==> src/rtl/home_pkg.sv <==
// Shared definitions for the home status serial link: frame constants,
// bit-level tx FSM states and the frame byte selector.
package home_pkg;

  localparam logic [7:0] STATUS_SYNC        = 8'hA5;
  localparam int         STATUS_FRAME_BYTES = 4;

  typedef enum logic [1:0] {
    IDLE,
    START,
    DATA,
    STOP
  } tx_state_e;

  // payload is {B1, B2}; byte 3 is the XOR checksum of the first three.
  function automatic logic [7:0] status_byte(input logic [1:0]  idx,
                                             input logic [15:0] payload);
    logic [7:0] b;
    case (idx)
      2'd0:    b = STATUS_SYNC;
      2'd1:    b = payload[15:8];
      2'd2:    b = payload[7:0];
      default: b = STATUS_SYNC ^ payload[15:8] ^ payload[7:0];
    endcase
    return b;
  endfunction

endpackage

==> src/rtl/status_byte_tx.sv <==
// One UART byte (start, 8 data LSB first, stop), CLKS_PER_BIT cycles per bit.
// A load during the last stop-bit cycle chains the next byte with no idle gap.
module status_byte_tx
  import home_pkg::*;
#(
  parameter int unsigned CLKS_PER_BIT = 434
) (
  input  logic       clk,
  input  logic       reset,
  input  logic       load_i,
  input  logic [7:0] byte_i,
  output logic       tx_o,
  output logic       byte_done_o
);

  localparam int            CW      = $clog2(CLKS_PER_BIT);
  localparam logic [CW-1:0] CNT_MAX = CW'(CLKS_PER_BIT - 1);

  tx_state_e     state_q, state_d;
  logic [CW-1:0] cnt_q, cnt_d;
  logic [2:0]    bit_q, bit_d;
  logic [7:0]    shift_q, shift_d;
  logic          tx_q, tx_d;
  logic          bit_end;

  always_ff @(posedge clk or posedge reset) begin
    if (reset) begin
      state_q <= IDLE;
      cnt_q   <= '0;
      bit_q   <= '0;
      shift_q <= '0;
      tx_q    <= 1'b1;
    end else begin
      state_q <= state_d;
      cnt_q   <= cnt_d;
      bit_q   <= bit_d;
      shift_q <= shift_d;
      tx_q    <= tx_d;
    end
  end

  always_comb begin
    state_d     = state_q;
    cnt_d       = cnt_q;
    bit_d       = bit_q;
    shift_d     = shift_q;
    tx_d        = tx_q;
    bit_end     = (cnt_q == CNT_MAX);
    byte_done_o = (state_q == STOP) && bit_end;

    if (state_q != IDLE) begin
      cnt_d = bit_end ? '0 : cnt_q + 1'b1;
    end

    case (state_q)
      IDLE: begin
        if (load_i) begin
          state_d = START;
          cnt_d   = '0;
          tx_d    = 1'b0;
          shift_d = byte_i;
        end
      end
      START: begin
        if (bit_end) begin
          state_d = DATA;
          bit_d   = 3'd0;
          tx_d    = shift_q[0];
        end
      end
      DATA: begin
        if (bit_end) begin
          if (bit_q == 3'd7) begin
            state_d = STOP;
            tx_d    = 1'b1;
          end else begin
            // shift_q[0] is the bit on the line; [1] is the next one out
            bit_d   = bit_q + 3'd1;
            shift_d = shift_q >> 1;
            tx_d    = shift_q[1];
          end
        end
      end
      STOP: begin
        if (bit_end) begin
          if (load_i) begin
            state_d = START;
            tx_d    = 1'b0;
            shift_d = byte_i;
          end else begin
            state_d = IDLE;
          end
        end
      end
      default: state_d = IDLE;
    endcase
  end

  assign tx_o = tx_q;

endmodule

==> src/rtl/home_status_tx.sv <==
// Sends a 4-byte home status frame (sync, status, occupants, checksum) over UART
// on input change, heartbeat expiry or force request; owns trigger, snapshot and sequencing.
module home_status_tx
  import home_pkg::*;
#(
  parameter int unsigned CLKS_PER_BIT     = 434,
  parameter int unsigned HEARTBEAT_CYCLES = 50000000
) (
  input  logic       clk,
  input  logic       reset,
  input  logic       enable,
  input  logic [2:0] alarms,
  input  logic       lights_on,
  input  logic       heat_on,
  input  logic       cool_on,
  input  logic       pump_on,
  input  logic       sprink_on,
  input  logic [7:0] occupants,
  input  logic       force_send,
  output logic       tx,
  output logic       busy,
  output logic       frame_done
);

  localparam logic [31:0] HB_MAX    = 32'(HEARTBEAT_CYCLES - 1);
  localparam logic [1:0]  LAST_BYTE = 2'(STATUS_FRAME_BYTES - 1);

  logic [15:0] live;
  logic [15:0] last_sent_q, last_sent_d;
  logic [15:0] frame_q, frame_d;
  logic [31:0] hb_q, hb_d;
  logic [1:0]  byte_idx_q, byte_idx_d;
  logic        busy_q, busy_d;
  logic        done_q, done_d;
  logic        fpend_q, fpend_d;
  logic        start, hb_expired, load, byte_done;
  logic [7:0]  load_byte;

  assign live       = {alarms, lights_on, heat_on, cool_on, pump_on, sprink_on, occupants};
  assign hb_expired = (hb_q == HB_MAX);
  assign start      = !busy_q && enable &&
                      ((live != last_sent_q) || hb_expired || fpend_q || force_send);

  always_ff @(posedge clk or posedge reset) begin
    if (reset) begin
      last_sent_q <= '0;
      frame_q     <= '0;
      hb_q        <= '0;
      byte_idx_q  <= '0;
      busy_q      <= 1'b0;
      done_q      <= 1'b0;
      fpend_q     <= 1'b0;
    end else begin
      last_sent_q <= last_sent_d;
      frame_q     <= frame_d;
      hb_q        <= hb_d;
      byte_idx_q  <= byte_idx_d;
      busy_q      <= busy_d;
      done_q      <= done_d;
      fpend_q     <= fpend_d;
    end
  end

  always_comb begin
    last_sent_d = last_sent_q;
    frame_d     = frame_q;
    hb_d        = hb_q;
    byte_idx_d  = byte_idx_q;
    busy_d      = busy_q;
    done_d      = 1'b0;
    fpend_d     = fpend_q;
    load        = 1'b0;
    load_byte   = STATUS_SYNC;

    if (start) begin
      busy_d      = 1'b1;
      byte_idx_d  = 2'd0;
      frame_d     = live;
      last_sent_d = live;
      hb_d        = '0;
      fpend_d     = 1'b0;
      load        = 1'b1;
    end else begin
      fpend_d = fpend_q | force_send;
      // Saturates at expiry so a disabled link fires as soon as it is re-enabled
      if (!busy_q && !hb_expired) begin
        hb_d = hb_q + 32'd1;
      end
      if (busy_q && byte_done) begin
        byte_idx_d = byte_idx_q + 2'd1;
        if (byte_idx_q == LAST_BYTE) begin
          busy_d = 1'b0;
          done_d = 1'b1;
        end else begin
          load      = 1'b1;
          load_byte = status_byte(byte_idx_q + 2'd1, frame_q);
        end
      end
    end
  end

  status_byte_tx #(
    .CLKS_PER_BIT(CLKS_PER_BIT)
  ) u_byte_tx (
    .clk        (clk),
    .reset      (reset),
    .load_i     (load),
    .byte_i     (load_byte),
    .tx_o       (tx),
    .byte_done_o(byte_done)
  );

  assign busy       = busy_q;
  assign frame_done = done_q;

endmodule

==> config.mk <==
export PLATFORM = sky130hd
export DESIGN_NAME = home_status_tx
export DESIGN_NICKNAME = d
export VERILOG_FILES = /design/src/rtl/home_pkg.sv /design/src/rtl/status_byte_tx.sv /design/src/rtl/home_status_tx.sv
export SDC_FILE = /design/constraint.sdc
export NUM_CORES = 1
export LEC_CHECK = 0
export CAP_MARGIN = 20
export CORE_ASPECT_RATIO = 1.2
export CORE_MARGIN = 2
export CORE_UTILIZATION = 45
export DETAILED_ROUTE_END_ITERATION = 12
export GPL_TIMING_DRIVEN = 0
export SLEW_MARGIN = 20
export SYNTH_ARGS = -nofsm -noshare
export SYNTH_HDL_FRONTEND = slang
export SYNTH_HIERARCHICAL = 1
export SYNTH_SLANG_ARGS = --single-unit
==> constraint.sdc <==
create_clock -name clk -period 3.1 [get_ports clk]
set_input_delay 0.62 -clock clk [delete_from_list [all_inputs] [get_ports clk]]
set_output_delay 0.62 -clock clk [all_outputs]
set_load 0.005 [all_outputs]
**Word level (Yosys, flattened, before mapping)**

Cells that the tools add are included.

- Register bits after elaboration: 76
- RAM bits: 0
- Memories kept: 0
- Input port bits: 20
- Memory bits (read-only): 0
- Bits in latches: 0

- Reductions and logical operators: 23
- Multiply operators: 0
- Add/subtract/negate cells: 4
- Shift-type cells: 0
- Multiplexer cells: 44
- Bitwise gates (word level): 3
- Order comparisons: 0
- Eq/ne operators: 16
- Div/mod/pow operators: 0

Operators by type and width:

| operator | count |
|---|---|
| $mux W32 | 2 |
| $mux W8 | 7 |
| $pmux W8 S3 | 2 |
| $mux W9 | 4 |
| $add A32 B1 Y32 const B | 1 |
| $eq A32 B26 Y1 const B | 1 |
| $mux W1 | 16 |
| $ne A16 B16 Y1 | 1 |
| $mux W2 | 7 |
| $reduce_bool A2 Y1 | 5 |
| $add A9 B1 Y9 const B | 1 |
| $eq A9 B9 Y1 const B | 1 |
| $mux W3 | 3 |
| $eq A2 B2 Y1 const B | 4 |
| $ne A2 B1 Y1 const B | 4 |
| $pmux W2 S4 | 1 |
| $reduce_and A4 Y1 | 2 |
| $xor A8 B8 Y8 | 1 |
| $pmux W3 S2 | 1 |
| $logic_and A1 B1 Y1 | 5 |
| $reduce_and A5 Y1 | 1 |
| $eq A2 B1 Y1 const B | 2 |
| $logic_not A2 Y1 | 2 |
| $ne A2 B2 Y1 const B | 2 |
| other kinds (11) | 14 |

**Depth between registers and ports, before layout**

Gate-level depths: netlist of run 1.

- Depth after elaboration: 9
- Depth in mapped cells: 12
- Depth with buffers taken out: 11

**Cells and area by module**

The synthesis of run 1 kept the hierarchy.

Modules (own cells, without submodules):

| module | times used | cells an instance | area an instance (um2) |
|---|---|---|---|
| home_status_tx | 1 | 330 | 3141.8 |
| status_byte_tx | 1 | 121 | 1323.8 |

**Worst setup path after synthesis of run 1**

OpenSTA, ideal clock, no wires.

- Path kind: reg-to-reg
- Start: reg hb_q[26]
- End: reg u_byte_tx.state_q[0]
- Arrival: 2749 ps
- Slack: 229 ps
- Library setup time: 121 ps
- Stages on the path, launching flop included: 11
- Buffers on the path: 1
- Cell sequence: dfrtp_1 or4b_1 nor4_2 nand4_1 a31oi_4 buf_6 nand2b_1 nand2b_1 nand2b_1 o32a_1 o22a_1

- Longest elaborated chain between the ends: 9
- Elaborated cells between the ends (all ways): 11

RTL lines:

| element | RTL line | RTL |
|---|---|---|
| start: declaration | home_status_tx.sv:31 | `logic [31:0] hb_q, hb_d;` |
| start signal: assignment | home_status_tx.sv:48 | `hb_q <= '0;` |
| start signal: assignment | home_status_tx.sv:56 | `hb_q <= hb_d;` |
| $eq A32 B26 Y1 * | home_status_tx.sv:40 | `assign hb_expired = (hb_q == HB_MAX);` |
| $logic_or A1 B1 Y1 * (3 in a row) | home_status_tx.sv:42 | `((live != last_sent_q) \|\| hb_expired \|\| fpend_q \|\| force_send);` |
| $logic_and A1 B1 Y1 * | home_status_tx.sv:41 | `assign start = !busy_q && enable &&` |
| $mux W1 * | home_status_tx.sv:75 | `if (start) begin` |
| named net load | home_status_tx.sv:36 | `logic start, hb_expired, load, byte_done;` |
| $mux W1 | status_byte_tx.sv:86 | `if (load_i) begin` |
| $mux W2 | status_byte_tx.sv:85 | `if (bit_end) begin` |
| $pmux W2 S4 | status_byte_tx.sv:55 | `case (state_q)` |
| end signal: assignment | status_byte_tx.sv:34 | `state_q <= state_d;` |
| end: declaration | status_byte_tx.sv:19 | `tx_state_e state_q, state_d;` |

Mark *: on every way through the listed nets, which the timed path passes. The rest lies on a longest branch. The select of a mux whose other input is x is not followed.
A chain may end at the register's enable or synchronous reset.

**Final worst setup path of run 1**

- Start: in lights_on
- End: reg u_byte_tx.shift_q[5]

- Longest elaborated chain between the ends: 9
- Elaborated cells between the ends (all ways): 10

RTL lines:

| element | RTL line | RTL |
|---|---|---|
| start: declaration | home_status_tx.sv:13 | `input logic lights_on,` |
| $ne A16 B16 Y1 * | home_status_tx.sv:42 |  |
| $logic_or A1 B1 Y1 * (3 in a row) | home_status_tx.sv:42 |  |
| $logic_and A1 B1 Y1 * | home_status_tx.sv:41 |  |
| $mux W1 * | home_status_tx.sv:75 |  |
| named net load | home_status_tx.sv:36 |  |
| $mux W8 * | status_byte_tx.sv:57, status_byte_tx.sv:86 |  |
| $mux W8 | status_byte_tx.sv:85 |  |
| $pmux W8 S3 * | status_byte_tx.sv:55 |  |
| end signal: assignment | status_byte_tx.sv:37 | `shift_q <= shift_d;` |
| end: declaration | status_byte_tx.sv:22 | `logic [7:0] shift_q, shift_d;` |

Marked as above.

==> results.sh, run 1 <==
export IMPL_outcome="complete, no violations"
export IMPL_clock_skew_ns=0.0112
export IMPL_io_pins=23
export IMPL_drive_gt1_share_pct=15.1
export IMPL_cts_made_buffers=9
export IMPL_tritoncts="done"
export IMPL_synth_top_cells_by_count="dfrtp_1, a21oi_1, nand2_1"
export IMPL_path_cells="clkdlybuf4s50_1 > xnor2_1 > nand4_1 > nor4_4 > a31oi_4 > buf_6 > nand2b_4 > nor2b_2 > o221ai_4 > buf_12 > mux2_2"
export IMPL_fmax_ghz=0.336
export IMPL_antenna_found_initial=0
export IMPL_routed_wl_microns=10100
export IMPL_grt_ovfl_total=0
export IMPL_die_area_sq_mm=0.0107
export IMPL_grt_pass1_wl_microns=17300
export IMPL_ctsHtreeMaxLevel=3
export IMPL_cts_sinks=76
export IMPL_grt_pass1_vias=3550
export IMPL_hp_class="flip-flop to flip-flop"
export IMPL_crit_buf_inv=3
export IMPL_yosys_cell_count_top_type="dfrtp_1"
export IMPL_synth_area_leaders="dfrtp_1, mux2_2, a21oi_1"
export IMPL_wl_per_cell_microns=16.4
export IMPL_yosysSeqAreaShare_pct=42.6
export IMPL_yosys_warnings=6
export IMPL_yosysTopAreaCellShare_pct=42.0
export IMPL_pwr_density_cell_mw_per_mm2=409
export IMPL_ant_nets=0
export IMPL_min_from="fpend_q$_DFF_PP0_"
export IMPL_ys_types=53
export IMPL_startpoint_type="primary input"
export IMPL_die_x_microns=94.9
export IMPL_final_max_slew_violation_count=0
export IMPL_r2r_start="hb_q[26]$_DFFE_PP0P_"
export IMPL_ys_flop_type="dfrtp_1"
export IMPL_core_sq_mm=0.00961
export IMPL_dr_first_iter_drc_count=141
export IMPL_setup_viol=0
export IMPL_clkTransAtPathRegs_ns=0.06
export IMPL_rows=39
export IMPL_critPathRequiredTime_ns=3.32
export IMPL_avgViaCountPerCell=5.85
export IMPL_cpLargestDelayFamily="simple AND/OR/NAND/NOR gates"
export IMPL_drt_pass1_iterations=4
export IMPL_synth_cells=451
export IMPL_vias=3586
export IMPL_drc_errors=0
export IMPL_start_util_pct=46.5
export IMPL_clk_latency_ns=0.34
export IMPL_fillCellCount=846
export IMPL_cts_hold_buf=0
export IMPL_path_class="primary input to flip-flop"
export IMPL_globalplace_congestion=0.852
export IMPL_finish_utilization_pct=54.3
export IMPL_clk_path_buf_depth=2
export IMPL_finalCriticalPeriod_ns=2.98
export IMPL_grt_max_degree=54
export IMPL_port_buffers=22
export IMPL_ys_ff_latch=76
export IMPL_cts_root_buffer="clkbuf_16"
export IMPL_dp_hpwl_microns=7080
export IMPL_synth_edff_count=0
export IMPL_slowest_delay_ns=0.50
export IMPL_cellLeakagePower_uw=0.00222
export IMPL_worstMarginPinSlew_ns=0.876
export IMPL_yosys_area_top_type="dfrtp_1"
export IMPL_max_slew_margin_rel_pct=41.5
export IMPL_areaGrowthSynthToFinish_pct=17.0
export IMPL_synthArstFlopShare_pct=100
export IMPL_startpoint="lights_on"
export IMPL_syn_avg_cell_area_sq_um=9.90
export IMPL_ir_drop_v=0.000276
export IMPL_syn_cell_area_sq_mm=0.00447
export IMPL_syn_nets=484
export IMPL_layout_nets=519
export IMPL_hold_ws_ns=0.492
export IMPL_grt_usage_pct=20.3
export IMPL_end_kind="flip-flop"
export IMPL_diodes=0
export IMPL_final_hold_violation_count=0
export IMPL_rsz0062_at_grt="true"
export IMPL_p_total_uw=2140
export IMPL_chipHeight_microns=113
export IMPL_crit_fanout=10
export IMPL_arrival_ns=3.20
export IMPL_critPathSlowestCell="clkdlybuf4s50_1"
export IMPL_fin_crit_sh_pct=96.1
export IMPL_max_cap_violations=0
## power by group
group          leakage [uW]  total [uW]  internal (uW)       switching, uW
Clock              0.000149        1080            686                 396
Combinational       0.00124        61.9           29.0                32.9
Sequential         0.000839         992            992  0.0000000000000140
## repair_timing
action                                  in CTS  in global routing
endpoints found under the setup margin      10                 10
buffers inserted                             1                  1
resized for setup                            3                  8
pin swaps                                    1                  5
## worst reg2reg max path, cell delays in order, from the launching register on
cell and delay, ns:
dfrtp_2 0.45, or4b_1 0.59, nor4_4 0.26, nand4_1 0.22
a31oi_4 0.20, buf_6 0.17, nand2b_4 0.16, nor2b_2 0.20
o221ai_4 0.14, buf_12 0.16, mux2_4 0.29
## sequential cells by signal, indices dropped and copies added, names as in the netlist, 2 cells and up
name and count:
hb_q 32, frame_q 16, u_byte_tx/state_q 2, u_byte_tx/shift_q 8, byte_idx_q 2, u_byte_tx/cnt_q 9, u_byte_tx/bit_q 3
## layout by cell type, fill, tap and decap left out, types with 12 or more instances in the layout
cell / instances
ha_1: 13
nor2b_1: 12
o31ai_1: 12
nor2_1: 23
xnor2_1: 17
mux2_4: 12
inv_1: 17
a21oi_1: 40
clkdlybuf4s50_1: 22
mux2_2: 21
nand3_1: 12
or3_1: 13
nand4_1: 21
o21ai_0: 22
or4_1: 12
nand2_1: 26
dfrtp_1: 74
## logic make-up after synthesis
group / share of synthesized area [%]
simple gates: 21.2
compound gates: 14.3
flops: 42.6
buf+inv: 3.70
mux: 9.64
xor+xnor: 4.90
fa+ha+maj: 3.64
## metal layers
layer,track usage (%),share of wire (%)
met5,0,0
met4,7.73,2.0
met3,3.86,2.8
met2,34.0,51
met1,25.8,45
## path summary, 6_finish.rpt
check                                                        end  slack, ns  cells after the start
worst max-delay path            u_byte_tx/shift_q[5]$_DFFE_PP0P_       0.12                     11
worst min-delay path                           fpend_q$_DFF_PP0_       0.49                      1
worst max register to register  u_byte_tx/shift_q[4]$_DFFE_PP0P_       0.14                     10
worst min register to register                 fpend_q$_DFF_PP0_       0.49                      1
max in group asynchronous           u_byte_tx/cnt_q[4]$_DFF_PP0_       1.68                      2
min in group asynchronous                   hb_q[17]$_DFFE_PP0P_       0.80                      2
## stage by stage
stage	cell area (sq um)	setup TNS (ns)	setup WS [ns]	cells
after floorplan	4470	0	0.229	451
after global placement	4840	-9.19	-0.637	596
after detailed placement	4840	-9.39	-0.702	596
after CTS	5170	0	0.00292	612
after global routing	5220	-0.0107	-0.0103	613
final	5220	0	0.121	613
## cell type report
| type | instances | area, sq um | share of cell area (%) |
|---|---|---|---|
| Buffer | 17 | 97.6 | 1.87 |
| Tap cell | 123 | 154 | 2.95 |
| Timing Repair Buffer | 24 | 248 | 4.74 |
| Sequential cell | 76 | 1900 | 36.5 |
| Clock buffer | 14 | 274 | 5.25 |
| Clock inverter | 1 | 30.0 | 0.575 |
| Multi-Input combinational cell | 340 | 2450 | 46.8 |
| Inverter | 18 | 70.1 | 1.34 |
No activity file was read; power rests on OpenSTA's default activity.
==> run 2, diff against run 1 <==
--- a/config.mk
+++ b/config.mk
@@ -5,6 +5,7 @@
 export SDC_FILE = /design/constraint.sdc
 export NUM_CORES = 1
 export LEC_CHECK = 0
+export ABC_AREA = 0
 export CAP_MARGIN = 20
 export CORE_ASPECT_RATIO = 1.2
 export CORE_MARGIN = 2
==> results of run 2 <==
Final layout, timing and power as in run 1 (identical DEF).
==> run 3, diff against run 2 <==
--- a/config.mk
+++ b/config.mk
@@ -12,6 +12,7 @@
 export CORE_UTILIZATION = 45
 export DETAILED_ROUTE_END_ITERATION = 12
 export GPL_TIMING_DRIVEN = 0
+export SKIP_LAST_GASP = 1
 export SLEW_MARGIN = 20
 export SYNTH_ARGS = -nofsm -noshare
 export SYNTH_HDL_FRONTEND = slang
==> results of run 3 <==
Final layout, timing and power as in run 1 (identical DEF).
